### src/rtl/instruction_decode_pkg.sv
// Shared processor definitions: instruction field layout, opcode encodings,
// datapath width and register-address width used by decode and the register file.
package instruction_decode_pkg;

  localparam int DATA_W = 20;
  localparam int NREGS  = 16;
  localparam int REG_AW = 4;

  localparam int OPC_LSB = 16;
  localparam int RD_LSB  = 12;
  localparam int RS_LSB  = 8;
  localparam int RT_LSB  = 4;

  typedef enum logic [3:0] {
    OP_ADD = 4'b0000,
    OP_OR  = 4'b0001,
    OP_AND = 4'b0010,
    OP_NOT = 4'b0011,
    OP_NOP = 4'b1111
  } opcode_e;

  localparam logic [19:0] NOP_WORD = {OP_NOP, 16'h0000};

  function automatic logic isAluOp(input logic [3:0] op);
    return (op == OP_ADD) || (op == OP_OR) || (op == OP_AND) || (op == OP_NOT);
  endfunction

endpackage

### src/rtl/instruction_decode_register_file.sv
// Register file: one synchronous write port, two combinational read ports.
// r0 is hardwired to zero and a same-cycle write is forwarded to the readers.
module register_file #(
  parameter int DATA_W = 20,
  parameter int NREGS  = 16,
  parameter int AW     = $clog2(NREGS)
) (
  input  logic              clock,
  input  logic              reset,
  input  logic              wen,
  input  logic [AW-1:0]     waddr,
  input  logic [DATA_W-1:0] wdata,
  input  logic [AW-1:0]     raddrA,
  output logic [DATA_W-1:0] rdataA,
  input  logic [AW-1:0]     raddrB,
  output logic [DATA_W-1:0] rdataB
);

  logic [DATA_W-1:0] mem_q [NREGS];

  always_ff @(posedge clock or negedge reset) begin
    if (!reset) begin
      for (int i = 0; i < NREGS; i++) mem_q[i] <= '0;
    end else if (wen && (waddr != '0)) begin
      mem_q[waddr] <= wdata;
    end
  end

  always_comb begin
    rdataA = mem_q[raddrA];
    rdataB = mem_q[raddrB];
    if (wen && (waddr == raddrA)) rdataA = wdata;
    if (wen && (waddr == raddrB)) rdataB = wdata;
    if (raddrA == '0) rdataA = '0;
    if (raddrB == '0) rdataB = '0;
  end

endmodule

### src/rtl/instruction_decode.sv
// Decode stage: field extraction, operand read, pending-write scoreboard hazard
// detection, and the registered hand-off to execute.
module instruction_decode #(
  parameter int DATA_W = 20,
  parameter int NREGS  = 16
) (
  input  logic              clock,
  input  logic              reset,
  input  logic              if_valid,
  input  logic [DATA_W-1:0] if_instruction,
  output logic              id_ready,
  input  logic              wb_en,
  input  logic [3:0]        wb_addr,
  input  logic [DATA_W-1:0] wb_data,
  input  logic              flush,
  output logic              ex_valid,
  output logic [1:0]        ex_control,
  output logic [DATA_W-1:0] ex_opA,
  output logic [DATA_W-1:0] ex_opB,
  output logic [DATA_W-1:0] ex_instruction,
  output logic [3:0]        ex_rd,
  output logic              ex_wen,
  output logic              illegal_op
);

  import instruction_decode_pkg::*;

  logic [3:0] opcode, rd, rs, rt;
  logic       isAlu, isNop, stall, accept, issueAlu;
  logic       unusedLowBits;

  logic [DATA_W-1:0] readA, readB;
  logic [NREGS-1:0]  clearVec, setVec, pendingEff;
  logic [NREGS-1:0]  pending_q, pending_d;

  logic              exValid_q, exValid_d;
  logic [1:0]        exControl_q, exControl_d;
  logic [DATA_W-1:0] exOpA_q, exOpA_d;
  logic [DATA_W-1:0] exOpB_q, exOpB_d;
  logic [DATA_W-1:0] exInstr_q, exInstr_d;
  logic [3:0]        exRd_q, exRd_d;
  logic              exWen_q, exWen_d;
  logic              illegal_q, illegal_d;

  assign opcode = if_instruction[OPC_LSB +: 4];
  assign rd     = if_instruction[RD_LSB  +: 4];
  assign rs     = if_instruction[RS_LSB  +: 4];
  assign rt     = if_instruction[RT_LSB  +: 4];
  assign unusedLowBits = ^if_instruction[3:0];

  assign isAlu = isAluOp(opcode);
  assign isNop = (opcode == OP_NOP);

  register_file #(
    .DATA_W (DATA_W),
    .NREGS  (NREGS),
    .AW     (4)
  ) u_regfile (
    .clock  (clock),
    .reset  (reset),
    .wen    (wb_en),
    .waddr  (wb_addr),
    .wdata  (wb_data),
    .raddrA (rs),
    .rdataA (readA),
    .raddrB (rt),
    .rdataB (readB)
  );

  // A writeback landing this cycle already resolves its hazard.
  always_comb begin
    clearVec   = '0;
    setVec     = '0;
    if (wb_en) clearVec[wb_addr] = 1'b1;
    pendingEff = pending_q & ~clearVec;
    stall      = if_valid && isAlu &&
                 (pendingEff[rs] || ((opcode != OP_NOT) && pendingEff[rt]) || pendingEff[rd]);
    id_ready   = !stall || flush;
    accept     = if_valid && id_ready && !flush;
    issueAlu   = accept && isAlu;
    if (issueAlu && (rd != 4'd0)) setVec[rd] = 1'b1;
    pending_d    = (pending_q & ~clearVec) | setVec;
    pending_d[0] = 1'b0;
  end

  always_comb begin
    exValid_d   = issueAlu;
    exWen_d     = issueAlu && (rd != 4'd0);
    illegal_d   = accept && !isAlu && !isNop;
    exControl_d = exControl_q;
    exOpA_d     = exOpA_q;
    exOpB_d     = exOpB_q;
    exInstr_d   = exInstr_q;
    exRd_d      = exRd_q;
    if (issueAlu) begin
      exControl_d = opcode[1:0];
      exOpA_d     = readA;
      exOpB_d     = readB;
      exInstr_d   = if_instruction;
      exRd_d      = rd;
    end
  end

  always_ff @(posedge clock or negedge reset) begin
    if (!reset) begin
      pending_q   <= '0;
      exValid_q   <= 1'b0;
      exControl_q <= '0;
      exOpA_q     <= '0;
      exOpB_q     <= '0;
      exInstr_q   <= '0;
      exRd_q      <= '0;
      exWen_q     <= 1'b0;
      illegal_q   <= 1'b0;
    end else begin
      pending_q   <= pending_d;
      exValid_q   <= exValid_d;
      exControl_q <= exControl_d;
      exOpA_q     <= exOpA_d;
      exOpB_q     <= exOpB_d;
      exInstr_q   <= exInstr_d;
      exRd_q      <= exRd_d;
      exWen_q     <= exWen_d;
      illegal_q   <= illegal_d;
    end
  end

  assign ex_valid       = exValid_q;
  assign ex_control     = exControl_q;
  assign ex_opA         = exOpA_q;
  assign ex_opB         = exOpB_q;
  assign ex_instruction = exInstr_q;
  assign ex_rd          = exRd_q;
  assign ex_wen         = exWen_q;
  assign illegal_op     = illegal_q;

endmodule

### config.mk
export PLATFORM = sky130hd
export DESIGN_NAME = instruction_decode
export DESIGN_NICKNAME = d
export VERILOG_FILES = /design/src/rtl/instruction_decode_pkg.sv /design/src/rtl/instruction_decode_register_file.sv /design/src/rtl/instruction_decode.sv
export SDC_FILE = /design/constraint.sdc
export NUM_CORES = 1
export LEC_CHECK = 0
export ABC_AREA = 1
export CAP_MARGIN = 0
export CELL_PAD_IN_SITES_DETAIL_PLACEMENT = 2
export CELL_PAD_IN_SITES_GLOBAL_PLACEMENT = 2
export CORE_MARGIN = 2
export CORE_UTILIZATION = 30
export DETAILED_ROUTE_END_ITERATION = 16
export PLACE_DENSITY = 0.67
export SLEW_MARGIN = 10
export SYNTH_ARGS = -nofsm -noshare
export SYNTH_HDL_FRONTEND = slang
export SYNTH_SLANG_ARGS = --single-unit
### constraint.sdc
create_clock -name clock -period 4.6 [get_ports clock]
set_input_delay 1.38 -clock clock [delete_from_list [all_inputs] [get_ports clock]]
set_output_delay 1.38 -clock clock [all_outputs]
set_load 0.02 [all_outputs]
==> impl_metrics.sql, run 1 <==
INSERT INTO impl_metrics (metric_group, metric, value, unit) VALUES
('run_status', 'outcome', 'finished, final reports clean', ''),
('setup_path', 'element_type_at_the_critical_path_start', 'primary input', ''),
('sta', 'final_max_slew_viol_count', '0', ''),
('setup_path', 'path_buf_inv', '5', ''),
('setup_path', 'crit-reg2reg-launch', 'pending_q[5]', ''),
('finish', 'final_core_utilization', '36.76', '%'),
('power_and_ir_drop', 'power_per_cell_area', '450.3', 'nW/um^2'),
('setup_path', 'critical-path-max-stage-delay', '0.27', 'ns'),
('sta', 'finalSetupViolCount', '0', ''),
('logic_synthesis', 'yosys.area_share.xor_xnor', '0.04251', '%'),
('power_and_ir_drop', 'peakVddDrop', '246.3', 'uV'),
('sta', 'fin_setup_tns', '0', 'ns'),
('routing', 'detail_route.first_pass.iterations', '5', ''),
('logic_synthesis', 'mappedNetlistNets', '2747', ''),
('sta', 'normalized_max_slew_margin', '28.53', '%'),
('global_route', 'grt_pass1_vias', '22500', ''),
('sta', 'finalWorstPathRequiredPeriod', '4.471', 'ns'),
('power_and_ir_drop', 'combPwrFrac', '23.0', '%'),
('routing', 'via_count', '20930', ''),
('clock_network', 'cts_made_buffers', '49', ''),
('placed_design', 'dpl-instance-area', '23400', 'um^2'),
('sta', 'setup_repair_after_global_routing_missed_its_margin', 'false', ''),
('clock_network', 'cts_setup_buffers', '0', ''),
('global_route', 'grt_pass1_wl', '150400', 'um'),
('finish', 'final_layout_size_suffix_gt1_share', '10.40', '%'),
('clock_network', 'clk_pin_slew', '0.06', 'ns'),
('routing', 'met3WireLength', '4362', 'um'),
('finish', 'most-common-layout-cells', 'nand2_1 (607), o21ai_0 (524), dfrtp_1 (398)', ''),
('hold_path', 'worstHoldEndpoint', 'u_regfile.mem_q[316]', ''),
('clock_network', 'cts_sinks', '398', ''),
('clock_network', 'cts_h_tree_depth', '2', ''),
('clock_network', 'max-clock-path-buffers', '3', ''),
('setup_path', 'worstSetupEndpointType', 'output port', ''),
('global_route', 'number_of_antenna_violations_at_the_first_check_in_global_routing', '4', ''),
('global_route', 'overflow', '0', ''),
('die', 'floorplan.die_area', '70790', 'um^2'),
('clock_network', 'clock-root-buffer', 'clkbuf_16', ''),
('die', 'rows', '96', ''),
('logic_synthesis', 'syn-instance-count', '2698', ''),
('finish', 'layout.nets', '2828', ''),
('setup_path', 'critical_path.most_common_cell', 'nand2_1', ''),
('setup_path', 'critPathSlowestCell', 'dlygate4sd2_1', ''),
('setup_path', 'critPathTopFamily', 'buffers and inverters', ''),
('power_and_ir_drop', 'p_sw_share', '33.28', '%'),
('routing', 'detailroute.wirelength.met2', '46110', 'um'),
('sta', 'fmaxAchievable', '223.7', 'MHz'),
('placed_design', 'io_buffers', '118', ''),
('die', 'floorplan.die.height', '266.1', 'um'),
('clock_network', 'clk-insertion-delay-late', '0.62', 'ns'),
('placed_design', 'place_hpwl', '61930', 'um'),
('logic_synthesis', 'yosys_warnings', '0', ''),
('power_and_ir_drop', 'power_leakage', '11.50', 'nW'),
('die', 'io_pins', '119', ''),
('routing', 'detail-route-antenna-nets', '0', ''),
('routing', 'top_layer', 'met5', ''),
('setup_path', 'reg2reg_slack', '2.37', 'ns'),
('setup_path', 'worstReg2RegEnd', 'ex_opA[10]', ''),
('die', 'die_width', '266.1', 'um'),
('power_and_ir_drop', 'power_frac_clock', '36.0', '%'),
('routing', 'drtIter0Drc', '1594', ''),
('logic_synthesis', 'synth-compound-area-share', '24.38', '%'),
('sta', 'report.final.hold_viol_count', '0', ''),
('power_and_ir_drop', 'power.total', '0.01131', 'W'),
('power_and_ir_drop', 'internal_power', '0.007548', 'W'),
('routing', 'met1_wire_length', '46310', 'um'),
('placed_design', 'globalplace.congestion', '0.8381', ''),
('finish', 'layout.filler_cells', '7689', ''),
('logic_synthesis', 'synthSimpleGateAreaFrac', '18.23', '%'),
('power_and_ir_drop', 'p_seq_share', '41.0', '%'),
('logic_synthesis', 'main_combinational_cell_family_by_area_after_synthesis', 'compound AO/OA/AOI/OAI gates', ''),
('logic_synthesis', 'postSynthAreaPerCell', '7.636', 'um^2');
power groups by stage:
stage	combinational [W]	sequential (W)	clock [W]
floorplan	0.00129	0.00472	0
global placement	0.00249	0.00464	0
detailed placement	0.00260	0.00468	0
CTS	0.00262	0.00463	0.00416
global route	0.00291	0.00473	0.00431
finish	0.00260	0.00464	0.00407
cell usage after synthesis:
cell type | n | area share [%]
clkbuf_1 | 212 | 3.9
o21ai_1 | 1 | 0.024
and2_1 | 1 | 0.030
nand2_1 | 617 | 11
o21bai_1 | 1 | 0.036
a221oi_1 | 41 | 1.7
dfrtp_1 | 398 | 48
inv_1 | 225 | 4.1
clkinv_1 | 4 | 0.073
o21ai_0 | 526 | 13
o221ai_1 | 105 | 4.5
a41oi_1 | 1 | 0.043
buf_1 | 18 | 0.33
xnor2_1 | 1 | 0.043
o2111ai_1 | 1 | 0.043
inv_2 | 7 | 0.13
nand3_1 | 162 | 3.9
buf_4 | 7 | 0.26
nor4_1 | 1 | 0.030
or3_1 | 1 | 0.030
a21oi_1 | 185 | 4.5
buf_2 | 11 | 0.27
nand4_1 | 16 | 0.49
nor2_2 | 1 | 0.030
nor2_1 | 134 | 2.4
o22ai_1 | 2 | 0.061
o211ai_1 | 19 | 0.69
timing repair:
| item | 4_1_cts | 5_1_grt |
|---|---|---|
| gates resized for setup | 25 | 15 |
| setup endpoints to repair | 1 | 1 |
| hold buffers | 0 | 0 |
| pin swaps | 1 | 0 |
worst max-delay path by stage:
stage                        from       end  slack (ns)  cells past startpoint
2_1_floorplan   if_instruction[9]  id_ready        0.45                     10
3_3_place_gp           wb_addr[1]  id_ready       -0.71                     14
3_5_place_dp           wb_addr[1]  id_ready       -0.76                     14
6_report               wb_addr[0]  id_ready        0.13                     14
5_1_grt                wb_addr[2]  id_ready       0.003                     13
4_1_cts        if_instruction[13]  id_ready        0.07                     12
registers in the layout, indices dropped and copies added (netlist names):
| register | flops |
|---|---|
| ex_opB | 20 |
| ex_instruction | 19 |
| ex_wen | 1 |
| ex_opA | 20 |
| ex_control | 1 |
| ex_valid | 1 |
| illegal_op | 1 |
| u_regfile.mem_q | 320 |
| pending_q | 15 |
layout make-up:
type                    count  share of cell area (%)
flip-flops and latches    398                   39.64
multi-input cells        1816                   35.69
repair buffers            278                   10.10
clock buffers              77                   5.942
well taps                 882                   4.393
inverters                 236                   3.531
clock inverters            13                  0.6723
diodes                      3                 0.02988
cells by family after synthesis:
| logic type | Yosys count |
|---|---|
| simple gates | 933 |
| buf+inv | 484 |
| compound gates | 882 |
| flops | 398 |
| xor+xnor | 1 |
metal layers:
| metal | track usage, % | vias up |
|---|---|---|
| met5 | 0 | - |
| met4 | 7.410 | 4 |
| met3 | 3.355 | 140 |
| met2 | 46.27 | 522 |
| met1 | 39.79 | 11010 |
| li1 | - | 9261 |
per-stage QoR:
| step | instances | hold WS [ns] | setup slack, ns |
|---|---|---|---|
| after floorplan | 2698 | 0.4290 | 0.4458 |
| after global placement | 3610 | 0.3649 | -0.7066 |
| after detailed placement | 3610 | 0.3683 | -0.7582 |
| after CTS | 3700 | 0.3810 | 0.06991 |
| after global routing | 3700 | 0.3842 | 0.002745 |
| final | 3703 | 0.3774 | 0.1290 |
Power figures use the tool's default switching activity.
==> run 2: changes to the inputs <==
DONT_BUFFER_PORTS = 1   (was default)
PLACE_DENSITY = 0.64   (was 0.67)
==> run 2 against run 1 <==
Against the previous run:
- critical path depth shrank 3
- utilization shrank 3.1 points
- sequential power grew 4.7%
- global-route usage fell by 1.1 points
- final cell count decreased by 5.9%
- routed wire length decreased by 3.4%
- maximum frequency grew 3.3%
- power shrank 6.6%
- design area down 8.5%
- highest routed layer is now met4
==> impl_metrics.sql, run 2 (synthesis gave the netlist of run 1 again) <==
INSERT INTO impl_metrics (metric_group, metric, value, unit) VALUES
('run_status', 'outcome', 'finished, final reports clean', ''),
('placed_design', 'place_worst_setup_slack', '0.1756', 'ns'),
('setup_path', 'crit-reg2reg-launch', 'pending_q[5]', ''),
('sta', 'finalSetupViolCount', '0', ''),
('routing', 'detail-route-antenna-nets', '0', ''),
('setup_path', 'path_buf_inv', '1', ''),
('routing', 'detail_route.vias_per_cell', '5.704', ''),
('finish', 'layout.filler_cells', '7794', ''),
('clock_network', 'max-clock-path-buffers', '3', ''),
('job', 'number_of_max_cap_violations', '0', ''),
('clock_network', 'cts_made_buffers', '50', ''),
('global_route', 'grt_pass1_vias', '21510', ''),
('clock_network', 'cts_tree', 'done', ''),
('sta', 'report.final.hold_viol_count', '0', ''),
('global_route', 'overflow', '0', ''),
('finish', 'synth_to_layout_area_growth', '11.61', '%'),
('sta', 'period_share', '94.12', '%'),
('sta', 'tightest_slew', '1.326', 'ns'),
('finish', 'layout_commonest_cell', 'nand2_1', ''),
('power_and_ir_drop', 'peakVddDrop', '249.4', 'uV'),
('setup_path', 'r2r.worst_path.cells', '15', ''),
('finish', 'final_layout_size_suffix_gt1_share', '6.761', '%'),
('placed_design', 'io_buffers', '0', ''),
('setup_path', 'critical_path.cell_chain', 'nand2_1 -> nor2_1 -> nand2_1 -> nand3_1 -> nand3_1 -> nand3_1 -> nand3_1 -> nand2_1 -> nand2_1 -> o21ai_0 -> buf_4', ''),
('routing', 'via_count', '19890', ''),
('setup_path', 'worst_ep_arrival_time', '2.95', 'ns'),
('die', 'placeableCoreArea', '68350', 'um^2'),
('hold_path', 'hp-class', 'flip-flop to flip-flop', ''),
('die', 'rows', '96', ''),
('setup_path', 'critPathSlowestCell', 'nand2_1', ''),
('global_route', 'number_of_antenna_violations_at_the_first_check_in_global_routing', '2', ''),
('sta', 'setup_repair_after_global_routing_missed_its_margin', 'false', ''),
('clock_network', 'cts_h_tree_depth', '2', ''),
('placed_design', 'place_hpwl', '57200', 'um'),
('power_and_ir_drop', 'power_per_cell_area', '459.7', 'nW/um^2'),
('die', 'floorplan.die_area', '70790', 'um^2'),
('clock_network', 'clock-root-buffer', 'clkbuf_16', ''),
('clock_network', 'clk_pin_slew', '0.05', 'ns'),
('finish', 'largest-register', 'u_regfile.mem_q', ''),
('die', 'die_width', '266.1', 'um'),
('setup_path', 'worstReg2RegEnd', 'ex_opA[19]', ''),
('finish', 'largest_register_ffs', '320', ''),
('routing', 'drtIter0Drc', '1400', ''),
('routing', 'wirelength', '95900', 'um'),
('die', 'start_util', '30.14', '%'),
('global_route', 'grt_start_max_net_pins', '399', ''),
('setup_path', 'critical-path-max-stage-delay', '0.27', 'ns'),
('global_route', 'grt_pass1_wl', '143700', 'um'),
('sta', 'fin_setup_tns', '0', 'ns'),
('finish', 'layout.nets', '2617', ''),
('setup_path', 'reg2reg_slack', '2.16', 'ns'),
('setup_path', 'worstSetupEndpointType', 'output port', ''),
('power_and_ir_drop', 'power_leakage', '10.49', 'nW'),
('setup_path', 'element_type_at_the_critical_path_start', 'primary input', ''),
('sta', 'final.hold.worst_slack', '0.3762', 'ns'),
('hold_path', 'min_from', 'u_regfile.mem_q[316]', ''),
('sta', 'normalized_max_slew_margin', '11.63', '%'),
('hold_path', 'worstHoldEndpoint', 'u_regfile.mem_q[316]', ''),
('setup_path', 'critPathTopFamily', 'simple AND/OR/NAND/NOR gates', ''),
('sta', 'fmaxAchievable', '231.0', 'MHz'),
('setup_path', 'criticalPathCategory', 'primary input to output port', ''),
('sta', 'final.setup_skew', '0.02557', 'ns'),
('clock_network', 'cts_sinks', '398', ''),
('setup_path', 'worst-endpoint-required', '3.22', 'ns'),
('setup_path', 'crit_path_max_fanout', '6', ''),
('finish', 'most-common-layout-cells', 'nand2_1 (611), o21ai_0 (526), dfrtp_1 (398)', ''),
('sta', 'timing.final.ws_setup', '0.2705', 'ns'),
('hold_path', 'timing.hold.worst_path_depth', '0', ''),
('placed_design', 'globalplace.congestion', '0.8130', ''),
('sta', 'final_max_slew_viol_count', '0', ''),
('clock_network', 'clk-insertion-delay-late', '0.62', 'ns'),
('die', 'io_pins', '119', ''),
('routing', 'post_drt_wl_per_cell', '27.51', 'um'),
('clock_network', 'cts_setup_buffers', '0', ''),
('finish', 'final_core_utilization', '33.64', '%'),
('sta', 'finalWorstPathRequiredPeriod', '4.330', 'ns'),
('routing', 'drc_errors', '0', ''),
('die', 'floorplan.die.height', '266.1', 'um'),
('routing', 'detail_route.first_pass.iterations', '5', ''),
('global_route', 'grt_util_all_layers', '27.21', '%');
## run 2: cell types whose count changed in the layout (fill, tap and decap cells not counted), sizes merged, moves of 3 or more
cell	before	now
clkdlybuf4s50	106	0
buf	164	66
dlymetal6s2s	3	0
dlygate4sd2	3	0
## run 2: how the worst max path moves through the flow
| stage | cells past startpoint | start | endpoint |
|---|---|---|---|
| 2_1_floorplan | 10 | if_instruction[9] | id_ready |
| 3_3_place_gp | 13 | wb_addr[1] | id_ready |
| 3_5_place_dp | 13 | wb_addr[1] | id_ready |
| 4_1_cts | 13 | wb_addr[1] | id_ready |
| 5_1_grt | 15 | wb_addr[1] | id_ready |
| 6_report | 11 | wb_addr[1] | id_ready |
## run 2: layout make-up
| cell class | instances | area (um^2) | share of cell area (%) |
|---|---|---|---|
| diodes | 1 | 2.502 | 0.01088 |
| clock buffers | 78 | 1518 | 6.601 |
| clock inverters | 9 | 88.84 | 0.3864 |
| inverters | 236 | 885.9 | 3.853 |
| multi-input cells | 1816 | 8915 | 38.77 |
| flip-flops and latches | 398 | 9960 | 43.32 |
| well taps | 882 | 1104 | 4.799 |
| repair buffers | 66 | 520.5 | 2.264 |
## run 2: layer usage
metal / vias to the layer above / GRT usage, % / wire length, um
li1: 8852 / - / -
met1: 10440 / 37.86 / 44780
met2: 472 / 44.34 / 44480
met3: 121 / 3.651 / 4357
met4: 0 / 7.394 / 2284
met5: - / 0 / 0
## run 2: timing repair
item,CTS,global route
endpoints found under the setup margin,0,1
gates resized for setup,0,1
hold buffers,0,0
## run 2: where the power goes
group / total (W) / switching [W] / internal [W]
combinational: 0.00178 / 0.00117 / 0.000604
clock: 0.00394 / 0.00163 / 0.00231
sequential: 0.00486 / 0.000664 / 0.00419
total: 0.0106 / 0.00347 / 0.00710
## run 2: stage by stage
stage	total power, W	cell area, um^2	std cells
2_1_floorplan	0.006011	20600	2698
3_3_place_gp	0.006535	21380	3398
3_5_place_dp	0.006674	21380	3398
4_1_cts	0.01068	22990	3485
5_1_grt	0.01116	22990	3485
6_report	0.01057	22990	3486
